<file path="config.mk">
export PLATFORM = sky130hd
export DESIGN_NAME = bram_arbiter_flat
export DESIGN_NICKNAME = d
export VERILOG_FILES = /design/src/rtl/bram_arbiter_pkg.sv /design/src/rtl/bram_arbiter_if.sv /design/src/rtl/bram_arbiter_rr_pick.sv /design/src/rtl/bram_arbiter.sv /design/src/flat_wrapper.sv
export SDC_FILE = /design/constraint.sdc
export NUM_CORES = 1
export LEC_CHECK = 0
export BUFFER_PORTS_ARGS = -buffer_cell sky130_fd_sc_hd__buf_4
export CORE_UTILIZATION = 50
export CTS_CLUSTER_DIAMETER = 60
export DETAILED_ROUTE_END_ITERATION = 7
export GPL_ROUTABILITY_DRIVEN = 0
export PLACE_DENSITY = 0.93
export SETUP_SLACK_MARGIN = 0.15
export SYNTH_ARGS = -nofsm -noshare
export SYNTH_HDL_FRONTEND = slang
export SYNTH_SLANG_ARGS = --single-unit
</file>
<file path="constraint.sdc">
create_clock -name clk -period 3.5 [get_ports clk]
set_input_delay 0.35 -clock clk [delete_from_list [all_inputs] [get_ports clk]]
set_output_delay 0.35 -clock clk [all_outputs]
set_load 0.05 [all_outputs]
</file>
<file path="src/rtl/bram_arbiter_pkg.sv">
// Shared types and constants for the BRAM arbiter slice.
package atk16_bram_pkg;

  localparam int unsigned DATA_W = 16;
  localparam int unsigned ADDR_W = 16;

  typedef enum logic [1:0] {
    ARB  = 2'd0,
    BUSY = 2'd1,
    DONE = 2'd2
  } arb_state_t;

  typedef enum logic {
    PORT_CPU = 1'b0,
    PORT_VID = 1'b1
  } port_id_t;

endpackage

</file>
<file path="src/rtl/bram_arbiter_if.sv">
// Level-enable / one-cycle-done BRAM handshake. The side issuing the
// request uses master; the side serving it uses slave.
interface bram_arbiter_if;
  import atk16_bram_pkg::*;

  logic              read_en;
  logic              write_en;
  logic [ADDR_W-1:0] addr;
  logic [DATA_W-1:0] data_in;
  logic [DATA_W-1:0] data_out;
  logic              done;

  modport master (
    output read_en, write_en, addr, data_in,
    input  data_out, done
  );

  modport slave (
    input  read_en, write_en, addr, data_in,
    output data_out, done
  );

endinterface

</file>
<file path="src/rtl/bram_arbiter_rr_pick.sv">
// Two-way round-robin pick: a lone requester wins, a tie goes to the
// port that did not win last time.
module bram_rr_pick
  import atk16_bram_pkg::*;
(
  input  logic     req_cpu,
  input  logic     req_vid,
  input  port_id_t last_grant,
  output logic     grant_valid,
  output port_id_t grant_id
);

  // Grant decision from the two request bits and the previous winner.
  always_comb begin
    grant_valid = req_cpu | req_vid;
    grant_id    = PORT_CPU;
    if (req_cpu && req_vid) begin
      grant_id = (last_grant == PORT_CPU) ? PORT_VID : PORT_CPU;
    end else if (req_vid) begin
      grant_id = PORT_VID;
    end
  end

endmodule

</file>
<file path="src/rtl/bram_arbiter.sv">
// Shares one single-port BRAM controller between the CPU and video fetch
// ports, with round-robin fairness and a completion timeout.
module bram_arbiter
  import atk16_bram_pkg::*;
#(
  parameter int unsigned TIMEOUT_CYCLES = 15
) (
  input  logic           clk,
  input  logic           rst_n,
  bram_arbiter_if.slave  cpu,
  bram_arbiter_if.slave  vid,
  bram_arbiter_if.master m,
  output logic           err
);

  localparam logic [7:0] TMO = 8'(TIMEOUT_CYCLES);

  arb_state_t        state_q, state_d;
  port_id_t          last_grant_q, owner_q, grant_id;
  logic              grant_valid;
  logic [7:0]        cnt_q;
  logic              op_end, timed_out;
  logic              m_rd_q, m_wr_q;
  logic [ADDR_W-1:0] m_addr_q;
  logic [DATA_W-1:0] m_data_q;
  logic [DATA_W-1:0] cpu_dout_q, vid_dout_q;
  logic              cpu_done_q, vid_done_q, err_q;
  logic              sel_rd, sel_wr;
  logic [ADDR_W-1:0] sel_addr;
  logic [DATA_W-1:0] sel_data;

  bram_rr_pick u_pick (
    .req_cpu     (cpu.read_en | cpu.write_en),
    .req_vid     (vid.read_en | vid.write_en),
    .last_grant  (last_grant_q),
    .grant_valid (grant_valid),
    .grant_id    (grant_id)
  );

  // Route the winning port's request fields toward the controller registers.
  always_comb begin
    sel_rd   = cpu.read_en;
    sel_wr   = cpu.write_en;
    sel_addr = cpu.addr;
    sel_data = cpu.data_in;
    if (grant_id == PORT_VID) begin
      sel_rd   = vid.read_en;
      sel_wr   = vid.write_en;
      sel_addr = vid.addr;
      sel_data = vid.data_in;
    end
  end

  // State register.
  always_ff @(posedge clk or negedge rst_n) begin
    if (!rst_n) state_q <= ARB;
    else        state_q <= state_d;
  end

  // Next state; a completion from the controller takes priority over timeout.
  always_comb begin
    state_d   = state_q;
    op_end    = 1'b0;
    timed_out = 1'b0;
    unique case (state_q)
      ARB:  if (grant_valid) state_d = BUSY;
      BUSY: begin
        if (m.done) begin
          op_end  = 1'b1;
          state_d = DONE;
        end else if (cnt_q == TMO) begin
          op_end    = 1'b1;
          timed_out = 1'b1;
          state_d   = DONE;
        end
      end
      DONE:    state_d = ARB;
      default: state_d = ARB;
    endcase
  end

  // Controller-side registers, per-port results, timeout counter and error flag.
  always_ff @(posedge clk or negedge rst_n) begin
    if (!rst_n) begin
      last_grant_q <= PORT_VID;
      owner_q      <= PORT_CPU;
      cnt_q        <= '0;
      m_rd_q       <= 1'b0;
      m_wr_q       <= 1'b0;
      m_addr_q     <= '0;
      m_data_q     <= '0;
      cpu_dout_q   <= '0;
      vid_dout_q   <= '0;
      cpu_done_q   <= 1'b0;
      vid_done_q   <= 1'b0;
      err_q        <= 1'b0;
    end else begin
      cpu_done_q <= 1'b0;
      vid_done_q <= 1'b0;
      if (state_q == ARB && grant_valid) begin
        m_addr_q     <= sel_addr;
        m_data_q     <= sel_data;
        m_rd_q       <= sel_rd;
        m_wr_q       <= sel_wr & ~sel_rd;
        owner_q      <= grant_id;
        last_grant_q <= grant_id;
        cnt_q        <= '0;
      end else if (state_q == BUSY) begin
        if (op_end) begin
          m_rd_q <= 1'b0;
          m_wr_q <= 1'b0;
          // m_rd_q still reflects the finishing op here, so it qualifies capture.
          if (owner_q == PORT_CPU) begin
            cpu_done_q <= 1'b1;
            if (!timed_out && m_rd_q) cpu_dout_q <= m.data_out;
          end else begin
            vid_done_q <= 1'b1;
            if (!timed_out && m_rd_q) vid_dout_q <= m.data_out;
          end
          if (timed_out) err_q <= 1'b1;
        end else begin
          cnt_q <= cnt_q + 8'd1;
        end
      end
    end
  end

  assign m.read_en    = m_rd_q;
  assign m.write_en   = m_wr_q;
  assign m.addr       = m_addr_q;
  assign m.data_in    = m_data_q;
  assign cpu.data_out = cpu_dout_q;
  assign cpu.done     = cpu_done_q;
  assign vid.data_out = vid_dout_q;
  assign vid.done     = vid_done_q;
  assign err          = err_q;

endmodule

</file>
<file path="src/flat_wrapper.sv">
// flat-port wrapper written by rule: the top's interface ports become plain ports
module bram_arbiter_flat import atk16_bram_pkg::*;
#(
  parameter int unsigned TIMEOUT_CYCLES = 15
)
  (clk, rst_n, err, cpu_read_en, cpu_write_en, cpu_addr, cpu_data_in, cpu_data_out, cpu_done, vid_read_en, vid_write_en, vid_addr, vid_data_in, vid_data_out, vid_done, m_read_en, m_write_en, m_addr, m_data_in, m_data_out, m_done);
  bram_arbiter_if cpu_i ();
  bram_arbiter_if vid_i ();
  bram_arbiter_if m_i ();
  input  logic clk;
  input  logic rst_n;
  output logic err;
  input wire logic [$bits(cpu_i.read_en)-1:0] cpu_read_en;
  input wire logic [$bits(cpu_i.write_en)-1:0] cpu_write_en;
  input wire logic [$bits(cpu_i.addr)-1:0] cpu_addr;
  input wire logic [$bits(cpu_i.data_in)-1:0] cpu_data_in;
  output wire logic [$bits(cpu_i.data_out)-1:0] cpu_data_out;
  output wire logic [$bits(cpu_i.done)-1:0] cpu_done;
  input wire logic [$bits(vid_i.read_en)-1:0] vid_read_en;
  input wire logic [$bits(vid_i.write_en)-1:0] vid_write_en;
  input wire logic [$bits(vid_i.addr)-1:0] vid_addr;
  input wire logic [$bits(vid_i.data_in)-1:0] vid_data_in;
  output wire logic [$bits(vid_i.data_out)-1:0] vid_data_out;
  output wire logic [$bits(vid_i.done)-1:0] vid_done;
  output wire logic [$bits(m_i.read_en)-1:0] m_read_en;
  output wire logic [$bits(m_i.write_en)-1:0] m_write_en;
  output wire logic [$bits(m_i.addr)-1:0] m_addr;
  output wire logic [$bits(m_i.data_in)-1:0] m_data_in;
  input wire logic [$bits(m_i.data_out)-1:0] m_data_out;
  input wire logic [$bits(m_i.done)-1:0] m_done;
  assign cpu_i.read_en = cpu_read_en;
  assign cpu_i.write_en = cpu_write_en;
  assign cpu_i.addr = cpu_addr;
  assign cpu_i.data_in = cpu_data_in;
  assign cpu_data_out = cpu_i.data_out;
  assign cpu_done = cpu_i.done;
  assign vid_i.read_en = vid_read_en;
  assign vid_i.write_en = vid_write_en;
  assign vid_i.addr = vid_addr;
  assign vid_i.data_in = vid_data_in;
  assign vid_data_out = vid_i.data_out;
  assign vid_done = vid_i.done;
  assign m_read_en = m_i.read_en;
  assign m_write_en = m_i.write_en;
  assign m_addr = m_i.addr;
  assign m_data_in = m_i.data_in;
  assign m_i.data_out = m_data_out;
  assign m_i.done = m_done;
  bram_arbiter #(.TIMEOUT_CYCLES(TIMEOUT_CYCLES)) u_core (.clk(clk), .rst_n(rst_n), .cpu(cpu_i), .vid(vid_i), .m(m_i), .err(err));
endmodule
</file>
==> results_dict.tcl, run 1 <==
set metrics [dict create \
    outcome "finished, violations left" \
    violations "design-rule violations" \
    critPathLaunchType "flip-flop" \
    antenna_found_initial 0 \
    maxSlewHeadroom_pct 33.6 \
    overflow 0 \
    finalWirelength_um 8670 \
    rrSetupSlack_ns 1.69 \
    fillers 431 \
    tns_ns 0 \
    syn-instance-count 321 \
    post_cts_resized 0 \
    grt.total_usage_pct 25.3 \
    p_switching_uw 2740 \
    cts_inserted_buffers 9 \
    io_buffers 155 \
    dieArea_sq_um 7190 \
    routed_via_density 5.32 \
    drt_iter0_drc 217 \
    setup.worst_path.start "u_core.state_q[1]" \
    worstHoldPathType "in2async" \
    initial_core_util_pct 52.8 \
    root_buffer "clkbuf_8" \
    ys_types 35 \
    grt_max_degree 82 \
    end_kind "flip-flop" \
    n_antenna_cell 0 \
    skew_ns 0.0103 \
    multiInputGateArea_sq_um 1300 \
    crit_type "reg2reg" \
    fin_util_pct 74.4 \
    powerDensity_nw_per_um2 1120 \
    switching_share_pct 50.7 \
    crit_fanout 16 \
    worstPathArrival_ns 2.04 \
    die_x_um 84.8 \
    ir_drop_v 0.000670 \
    max_stage_delay_ns 0.45 \
    final_cells 555 \
    synth_area_sq_um 3430 \
    clockPowerShare_pct 12.5 \
    post-cts-setup-buffers 0 \
    avgRoutedWirePerCell_um 15.6 \
    p_leak_uw 0.00233 \
    syn2layout_area_growth_pct 41.0 \
    io_pins 156 \
    crit_slowest_cell "dfrtp_1" \
    reg2reg_to "u_core.cpu.data_out[10]" \
    internal_power_uw 2660 \
    tritoncts "yes" \
    grt_pass1_vias 2961 \
    syn_nets 409 \
    hold_viol_final 0 \
    critPathCapture "u_core.cpu.data_out[10]" \
    clk_pin_slew_ns 0.09 \
    clock_latency_ns 0.35 \
    finalNetCount 561 \
    fin_crit_ns 1.81 \
    yosys_warnings 0 \
    cts_buffer_depth 2 \
    dieHeight_um 84.8 \
    seqPwrFrac_pct 30.2 \
    core_sq_um 6490 \
    ys_seq_area_share_pct 59.2 \
    ys_ff_latch 81 \
    postCtsHoldBufs 0 \
    vias 2954 \
    drt_pass1_iterations 8 \
    ff_latch_area_sq_um 2030 \
    crit_family "simple AND/OR/NAND/NOR gates" \
    syn_area_per_cell_sq_um 10.7 \
    rsz0062_at_grt "false" \
    reg2reg_depth 4 \
    path_depth 4 \
    critical_path_buf_inv_count 0 \
    setup_viol 0 \
    slew_viol_final 0 \
    layout-drive-gt1-share_pct 44.8 \
    tightestPinTransition_ns 0.997 \
    grt_pass1_wl_um 14000 \
    rows 29 \
    path_cells "and2b_1, nand3_1, nor2_4, mux2_2" \
    r2r_start "u_core.state_q[1]" \
    antenna_left 0 \
    hpwlAfterDp_um 6250 \
    fmax_mhz 552 \
    holdWs_ns 0.135 \
    drt_drc_violations_left 15 \
    power.share.combinational_pct 57.4 \
    cap_violations 0 \
    crit_required_ns 3.72 \
    period_share_pct 51.7 \
    cts_max_level 3 \
    place_inst 539 \
    clock-sinks 81 \
]
[registers in the layout, indices dropped and copies added, names as in the netlist]
name and count:
u_core.cnt_q 8, u_core.cpu.data_out 16, u_core.cpu.done 1, u_core.err 1, u_core.last_grant_q 1, u_core.m.addr 16, u_core.m.data_in 16, u_core.m.read_en 1
u_core.m.write_en 1, u_core.owner_q 1, u_core.state_q 2, u_core.vid.data_out 16, u_core.vid.done 1
[cell type report]
cell class / count / area share (%)
Sequential cell: 81 / 42.0
Multi-Input combinational cell: 217 / 26.9
Timing Repair Buffer: 159 / 24.7
Clock buffer: 10 / 2.64
Tap cell: 77 / 1.99
Clock inverter: 6 / 1.40
Inverter: 5 / 0.388
[cells in the final DEF (no fill, tap or decap), types with 5 or more instances in the layout]
cell      Yosys  layout
inv_1         5       5
buf_4         1     159
nand2_1      40      40
nor2_1       40      40
o21ai_0       6       6
nand3_1       5       5
dfrtp_1      80      80
clkbuf_8      0       9
a21oi_1      65      65
mux2_2       32      32
[cell families (layout without fill, tap and decap cells)]
logic type,after synthesis,in the layout,synth area share [%]
AND/OR/NAND/NOR,96,96,12.4
multiplexers,32,32,10.5
AO/OA/AOI/OAI,85,85,13.5
adder cells (fa/ha/maj),1,1,0.365
flip-flops,81,81,59.2
buffers and inverters,23,180,3.25
XOR/XNOR,3,3,0.767
[cell usage after synthesis]
master | instances | area share, %
a211o_1 | 1 | 0.26
a211oi_2 | 1 | 0.37
a21o_1 | 1 | 0.22
a21oi_1 | 65 | 9.5
a31oi_1 | 1 | 0.18
and2b_1 | 1 | 0.22
buf_2 | 11 | 1.6
buf_4 | 1 | 0.22
buf_6 | 1 | 0.33
clkbuf_1 | 5 | 0.55
dfrtp_1 | 80 | 58
dfstp_2 | 1 | 0.77
ha_1 | 1 | 0.37
inv_1 | 5 | 0.55
mux2_2 | 32 | 11
nand2_1 | 40 | 4.4
nand2b_1 | 1 | 0.18
nand3_1 | 5 | 0.73
nand4_4 | 1 | 0.62
nand4bb_1 | 1 | 0.33
nor2_1 | 40 | 4.4
nor2_4 | 1 | 0.33
nor2b_1 | 1 | 0.18
nor3_1 | 2 | 0.29
nor3b_1 | 1 | 0.22
nor4_1 | 1 | 0.18
o211ai_1 | 3 | 0.66
o21ai_0 | 6 | 0.88
o21ai_1 | 1 | 0.15
o21ai_2 | 1 | 0.26
o22ai_1 | 1 | 0.18
o2bb2ai_1 | 1 | 0.26
o31ai_1 | 3 | 0.66
or4_4 | 1 | 0.33
xnor2_1 | 3 | 0.77
[layer usage]
metal / track usage, % / routed length [um] / up-vias
met5: 0 / 0 / -
met4: 11.1 / 199 / 0
met3: 5.11 / 555 / 18
met2: 43.4 / 4450 / 120
met1: 31.1 / 3460 / 1413
li1: - / - / 1403
[power by group through the flow]
stage | registers [uW] | logic, uW | clock network, uW
floorplan | 2950 | 811 | 0
global placement | 1620 | 3030 | 0
detailed placement | 1640 | 3100 | 0
CTS | 1630 | 3110 | 683
global route | 1680 | 3260 | 730
finish | 1630 | 3090 | 674
[worst min path at each step]
| stage | to | cells after the start |
|---|---|---|
| 2_1_floorplan | u_core.cnt_q[0] | 0 |
| 3_3_place_gp | u_core.err | 1 |
| 3_5_place_dp | u_core.err | 1 |
| 4_1_cts | u_core.vid.data_out[4] | 1 |
| 5_1_grt | u_core.vid.data_out[5] | 2 |
| 6_report | u_core.vid.data_out[4] | 1 |
[worst reg2reg max path: cells and delay by family (launching register included)]
family | cells | cell delay (ns)
DFF | 1 | 0.45
and+or+nand+nor | 3 | 0.85
muxes | 1 | 0.40
[per-stage QoR]
| stage | setup WS (ns) | cell area [sq um] | total power, uW |
|---|---|---|---|
| 5_1_grt | 1.54 | 4830 | 5660 |
| 3_3_place_gp | 1.45 | 4640 | 4650 |
| 3_5_place_dp | 1.39 | 4640 | 4740 |
| 4_1_cts | 1.67 | 4830 | 5420 |
| 6_report | 1.69 | 4830 | 5400 |
| 2_1_floorplan | 1.81 | 3430 | 3760 |
Power figures use the tool's default switching activity.
==> run 2, diff against run 1 <==
--- a/config.mk
+++ b/config.mk
@@ -6,11 +6,11 @@
 export NUM_CORES = 1
 export LEC_CHECK = 0
 export BUFFER_PORTS_ARGS = -buffer_cell sky130_fd_sc_hd__buf_4
-export CORE_UTILIZATION = 50
+export CORE_UTILIZATION = 47
 export CTS_CLUSTER_DIAMETER = 60
 export DETAILED_ROUTE_END_ITERATION = 7
 export GPL_ROUTABILITY_DRIVEN = 0
-export PLACE_DENSITY = 0.93
+export PLACE_DENSITY = 0.89
 export SETUP_SLACK_MARGIN = 0.15
 export SYNTH_ARGS = -nofsm -noshare
 export SYNTH_HDL_FRONTEND = slang
==> constraint.sdc (replaced) <==
create_clock -name clk -period 1.69 [get_ports clk]
set_input_delay 0.169 -clock clk [delete_from_list [all_inputs] [get_ports clk]]
set_output_delay 0.169 -clock clk [all_outputs]
set_load 0.05 [all_outputs]
==> run 2 against run 1 <==
The flow now finishes without violations. Largest cell class unchanged. First-iteration DRC count grew 3.7%. Die area grew 6.2%. Final cell count grew 6.8%. Largest power group unchanged. Count of clock-buffer cells in the layout is the same. Hold slack lost 0.086 ns. Fmax grew 18%. Global-route usage grew 1.5 points. Total power grew 120%. Sequential share of layout area shrank 2.7 points.
==> results_dict.tcl, run 2 (same netlist as run 1, synthesis figures left out) <==
set metrics [dict create \
    io_buffers 155 \
    core_sq_um 6910 \
    cap_violations 0 \
    grt_pass1_vias 3159 \
    avgRoutedWirePerCell_um 17.4 \
    p_switching_uw 5910 \
    drt_drc_violations_left 0 \
    p_leak_uw 0.00247 \
    fmax_mhz 654 \
    drt_pass1_iterations 4 \
    end_kind "flip-flop" \
    fin_crit_ns 1.53 \
    vias 3180 \
    grt.total_usage_pct 26.8 \
    syn2layout_area_growth_pct 51.1 \
    fillers 458 \
    clock-sinks 81 \
    hold_viol_final 0 \
    overflow 0 \
    crit_type "reg2reg" \
    finalNetCount 580 \
    place_inst 570 \
    die_x_um 87.4 \
    tritoncts "yes" \
    tns_ns 0 \
    clk_pin_slew_ns 0.09 \
    setup_viol 0 \
    layout-drive-gt1-share_pct 48.7 \
    layout_common_cells "167 x buf_4, 78 x dfrtp_1, 65 x a21oi_1, 40 x nand2_1, 39 x nor2_1" \
    hold_start "cpu_data_in[2]" \
    cts_max_level 3 \
    maxSlewHeadroom_pct 66.1 \
    grt_pass1_wl_um 15400 \
    crit_fanout 16 \
    antenna_found_initial 0 \
    switching_share_pct 50.5 \
    internal_power_uw 5790 \
    r2r_start "u_core.state_q[0]" \
    pre_cts_slack_ns -0.466 \
    skew_ns 0.0106 \
    rrSetupSlack_ns 0.16 \
    rows 30 \
    hpwlAfterDp_um 6970 \
    io_pins 156 \
    slew_viol_final 0 \
    critPathLaunchType "flip-flop" \
    seqPwrFrac_pct 29.1 \
    final_cells 593 \
    outcome "finished clean" \
    power.share.combinational_pct 58.8 \
    worstHoldEndpoint "u_core.m.data_in[2]" \
    routed_via_density 5.36 \
    clock_latency_ns 0.35 \
    clockPowerShare_pct 12.0 \
    hold_depth 3 \
    reg2reg_to "u_core.cpu.data_out[15]" \
    ir_drop_v 0.00107 \
    dieHeight_um 87.4 \
    rsz0062_at_grt "true" \
    fin_ws_ns 0.161 \
    drt_iter0_drc 225 \
    root_buffer "clkbuf_8" \
    period_share_pct 90.5 \
    crit_required_ns 1.92 \
    grt_max_degree 40 \
    powerDensity_nw_per_um2 2260 \
    final_common_cell "buf_4" \
    initial_core_util_pct 49.6 \
    worstPathArrival_ns 1.76 \
    reg2reg_depth 5 \
    n_antenna_cell 0 \
    tightestPinTransition_ns 0.509 \
    cts_inserted_buffers 9 \
    worstHoldPathType "in2reg" \
    antenna_left 0 \
    dieArea_sq_um 7640 \
    finalWirelength_um 10300 \
    cts_buffer_depth 2 \
]
## run 2: cell types whose count changed in the layout (fill, tap and decap cells not counted), moves of 2 or more
cell,delta
o21ai_4,+3
buf_12,+4
buf_4,+8
dfrtp_1,-2
nor2b_4,+2
clkbuf_16,+2
dfrtp_2,+2
clkinv_4,+2
o21ai_0,-2
nand3_1,-2
## run 2: worst max-delay path, stage by stage, from the launching register on
cell,delay [ns]
dfrtp_2,0.43
and2b_2,0.23
nand3_2,0.10
nor2_4,0.14
buf_12,0.17
mux2_2,0.35
## run 2: cell type report
cell class / instances / area, sq um / share of cell area, %
Multi-Input combinational cell: 219 / 1390 / 26.9
Tap cell: 96 / 120 / 2.32
Clock buffer: 10 / 128 / 2.46
Clock inverter: 6 / 68.8 / 1.33
Inverter: 5 / 18.8 / 0.362
Timing Repair Buffer: 176 / 1420 / 27.4
Sequential cell: 81 / 2030 / 39.2
## run 2: power groups by stage
stage	logic (uW)	registers, uW	clock network, uW
after floorplan	1690	6120	0
after global placement	6440	3360	0
after detailed placement	6620	3410	0
after CTS	6690	3400	1420
after global routing	7240	3500	1520
final	6880	3410	1410
## run 2: timing repair
| item | CTS | global route |
|---|---|---|
| hold buffers | 1 | 0 |
| endpoints found under the hold margin | 36 | 0 |
| setup endpoints to repair | 54 | 46 |
| setup buffers | 0 | 2 |
| gates resized for setup | 5 | 14 |
| pin swaps | 0 | 6 |
| cloned | 1 | 3 |
## run 2: per-layer routing
layer / global-route usage, % / routed length (um) / vias up
met2: 45.8 / 5260 / 163
met4: 13.3 / 291 / 0
met5: 0 / 0 / -
met1: 32.6 / 4100 / 1544
met3: 4.93 / 689 / 28
li1: - / - / 1445
## run 2: worst max path at each step
stage                                  from                       to  slack, ns  cells after the start
after global placement         cpu_write_en     u_core.m.data_in[14]      -0.23                      5
after floorplan           u_core.state_q[1]  u_core.cpu.data_out[10]       0.14                      5
after detailed placement       cpu_write_en        u_core.m.addr[15]      -0.47                      5
final                     u_core.state_q[0]  u_core.cpu.data_out[15]       0.16                      5
after CTS                   u_core.cnt_q[4]        u_core.m.write_en       0.12                      5
after global routing        u_core.cnt_q[5]          u_core.cnt_q[2]       0.09                      4
## run 2: stage by stage
stage / total power, uW / area (sq um) / util (%) / hold slack (ns)
after floorplan: 7810 / 3430 / - / -0.127
after global placement: 9800 / 4800 / 69.5 / 0.165
after detailed placement: 10000 / 4800 / 69.5 / 0.173
after CTS: 11500 / 5030 / 72.8 / 0.0439
after global routing: 12300 / 5180 / 75.0 / 0.0500
final: 11700 / 5180 / 75.0 / 0.0484
==> run 3, diff against run 2 <==
--- a/config.mk
+++ b/config.mk
@@ -11,6 +11,7 @@
 export DETAILED_ROUTE_END_ITERATION = 7
 export GPL_ROUTABILITY_DRIVEN = 0
 export PLACE_DENSITY = 0.89
+export RECOVER_POWER = 100
 export SETUP_SLACK_MARGIN = 0.15
 export SYNTH_ARGS = -nofsm -noshare
 export SYNTH_HDL_FRONTEND = slang
==> constraint.sdc (replaced) <==
create_clock -name clk -period 1.6 [get_ports clk]
set_input_delay 0.16 -clock clk [delete_from_list [all_inputs] [get_ports clk]]
set_output_delay 0.16 -clock clk [all_outputs]
set_load 0.05 [all_outputs]
==> run 3 against run 2 <==
The run now ends with negative setup slack left. Sequential share of layout area up 0.27 points. Fmax down 5.8%. Design area down 0.75%. Final cell count up 2.0%. Highest routed layer unchanged. Non-clock buffer count up 13. Wire length up 7.0%. Global-route usage up 0.57 points. Critical path depth unchanged. Sequential cell count unchanged. Utilization down 0.56 points. Clock power up 26%.
==> results_dict.tcl, run 3 (same netlist as run 1, synthesis figures left out) <==
set metrics [dict create \
    vias 3335 \
    grt.total_usage_pct 27.4 \
    final_cells 605 \
    slew_viol_final 0 \
    final_common_cell "buf_4" \
    die_x_um 87.4 \
    crit_required_ns 1.85 \
    cts_buffer_depth 2 \
    syn2layout_area_growth_pct 50.0 \
    core_sq_um 6910 \
    finalNetCount 592 \
    io_buffers 155 \
    place_inst 574 \
    critPathLaunchType "flip-flop" \
    cts_max_level 3 \
    dieHeight_um 87.4 \
    drt_drc_violations_left 0 \
    layout_common_cells "100 x buf_4, 79 x dfrtp_1, 70 x clkbuf_1, 65 x a21oi_1, 40 x nand2_1" \
    fin_area_sq_um 5140 \
    grt_pass1_wl_um 15800 \
    routed_via_density 5.51 \
    grt_max_degree 44 \
    worstHoldPathType "in2reg" \
    skew_ns 0.0105 \
    cap_violations 0 \
    setup_viol 1 \
    maxSlewHeadroom_pct 27.6 \
    period_share_pct 101 \
    overflow 0 \
    p_leak_uw 0.00236 \
    rsz0062_at_grt "true" \
    io_pins 156 \
    end_kind "flip-flop" \
    root_buffer "clkbuf_8" \
    crit_type "reg2reg" \
    fmax_mhz 616 \
    avgRoutedWirePerCell_um 18.3 \
    hold_viol_final 0 \
    seqPwrFrac_pct 29.3 \
    internal_power_uw 5960 \
    n_antenna_cell 0 \
    violations "negative setup slack" \
    ir_drop_v 0.00102 \
    placed_area_sq_um 4880 \
    switching_share_pct 51.6 \
    cts_inserted_buffers 9 \
    layout-drive-gt1-share_pct 36.5 \
    dieArea_sq_um 7640 \
    p_switching_uw 6350 \
    initial_core_util_pct 49.6 \
    clockPowerShare_pct 14.4 \
    holdWs_ns 0.0493 \
    rows 30 \
    pre_cts_slack_ns -0.483 \
    powerDensity_nw_per_um2 2390 \
    drt_pass1_iterations 4 \
    outcome "finished, violations left" \
    grt_pass1_vias 3283 \
    fin_crit_ns 1.62 \
    clock_latency_ns 0.34 \
    tightestPinTransition_ns 1.09 \
    antenna_found_initial 0 \
    hpwlAfterDp_um 7050 \
    power.share.combinational_pct 56.4 \
    tritoncts "yes" \
    antenna_left 0 \
    worstPathArrival_ns 1.87 \
    crit_fanout 7 \
    drt_iter0_drc 215 \
    fillers 523 \
    clk_pin_slew_ns 0.08 \
    fin_ws_ns -0.0226 \
    clock-sinks 81 \
    finalWirelength_um 11100 \
]
==> run 3: cell types whose count changed in the layout (fill, tap and decap cells not counted), sizes merged <==
cell,delta
o21ai,-1
bufinv,+2
clkinv,-2
buf,-58
clkinvlp,-1
clkbuf,+72
==> run 3: stage by stage <==
| stage | TNS [ns] | power (uW) | util [%] |
|---|---|---|---|
| after floorplan | 0 | 8350 | - |
| after detailed placement | -14.10 | 10700 | 70.6 |
| after global routing | -0.133 | 12800 | 74.4 |
| after global placement | -9.85 | 10500 | 70.6 |
| final | -0.0226 | 12300 | 74.4 |
| after CTS | 0 | 12700 | 76.5 |
==> run 3: path summary, 6_finish.rpt <==
check / from / to / slack, ns / cells past startpoint
worst max register to register: u_core.cnt_q[7] / u_core.cnt_q[0] / -0.02 / 5
worst min-delay path: cpu_addr[4] / u_core.m.addr[4] / 0.05 / 3
max in group asynchronous: rst_n / u_core.m.read_en / 0.23 / 3
min in group asynchronous: rst_n / u_core.cpu.data_out[8] / 0.54 / 2
worst max-delay path: u_core.cnt_q[7] / u_core.cnt_q[0] / -0.02 / 5
worst min register to register: u_core.err / u_core.err / 0.47 / 1
==> run 3: worst max-delay path, cell delays in order (launching register included) <==
cell,delay [ns]
dfrtp_1,0.39
or4_4,0.57
o21ai_4,0.20
buf_6,0.16
nand3_1,0.09
o21ai_1,0.14
==> run 3: metal layers <==
metal / up-vias / share of wire (%) / global-route usage [%]
met3: 40 / 7.8 / 5.21
met4: 0 / 3.6 / 13.6
met5: - / 0 / 0
li1: 1470 / - / -
met1: 1623 / 38 / 32.3
met2: 202 / 50 / 47.7
==> run 3: layout make-up <==
type / count / area (sq um) / area share (%)
Sequential cell: 81 / 2030 / 39.5
Multi-Input combinational cell: 218 / 1450 / 28.2
Timing Repair Buffer: 189 / 1290 / 25.0
Clock buffer: 11 / 131 / 2.56
Tap cell: 96 / 120 / 2.34
Clock inverter: 5 / 104 / 2.02
Inverter: 5 / 18.8 / 0.365
==> run 3: timing repair <==
action / CTS / global route
hold endpoints to repair: 39 / 0
endpoints found under the setup margin: 61 / 73
gates resized for setup: 17 / 13
hold buffers: 1 / 0
pin swaps: 2 / 5
buffers inserted: 5 / 4
gates cloned: 2 / 3
==> run 3: power groups by stage <==
stage / clock (uW) / sequential, uW / combinational, uW
2_1_floorplan: 0 / 6470 / 1880
6_report: 1770 / 3600 / 6940
3_3_place_gp: 0 / 3550 / 6930
4_1_cts: 1780 / 3590 / 7350
3_5_place_dp: 0 / 3600 / 7110
5_1_grt: 1870 / 3680 / 7290
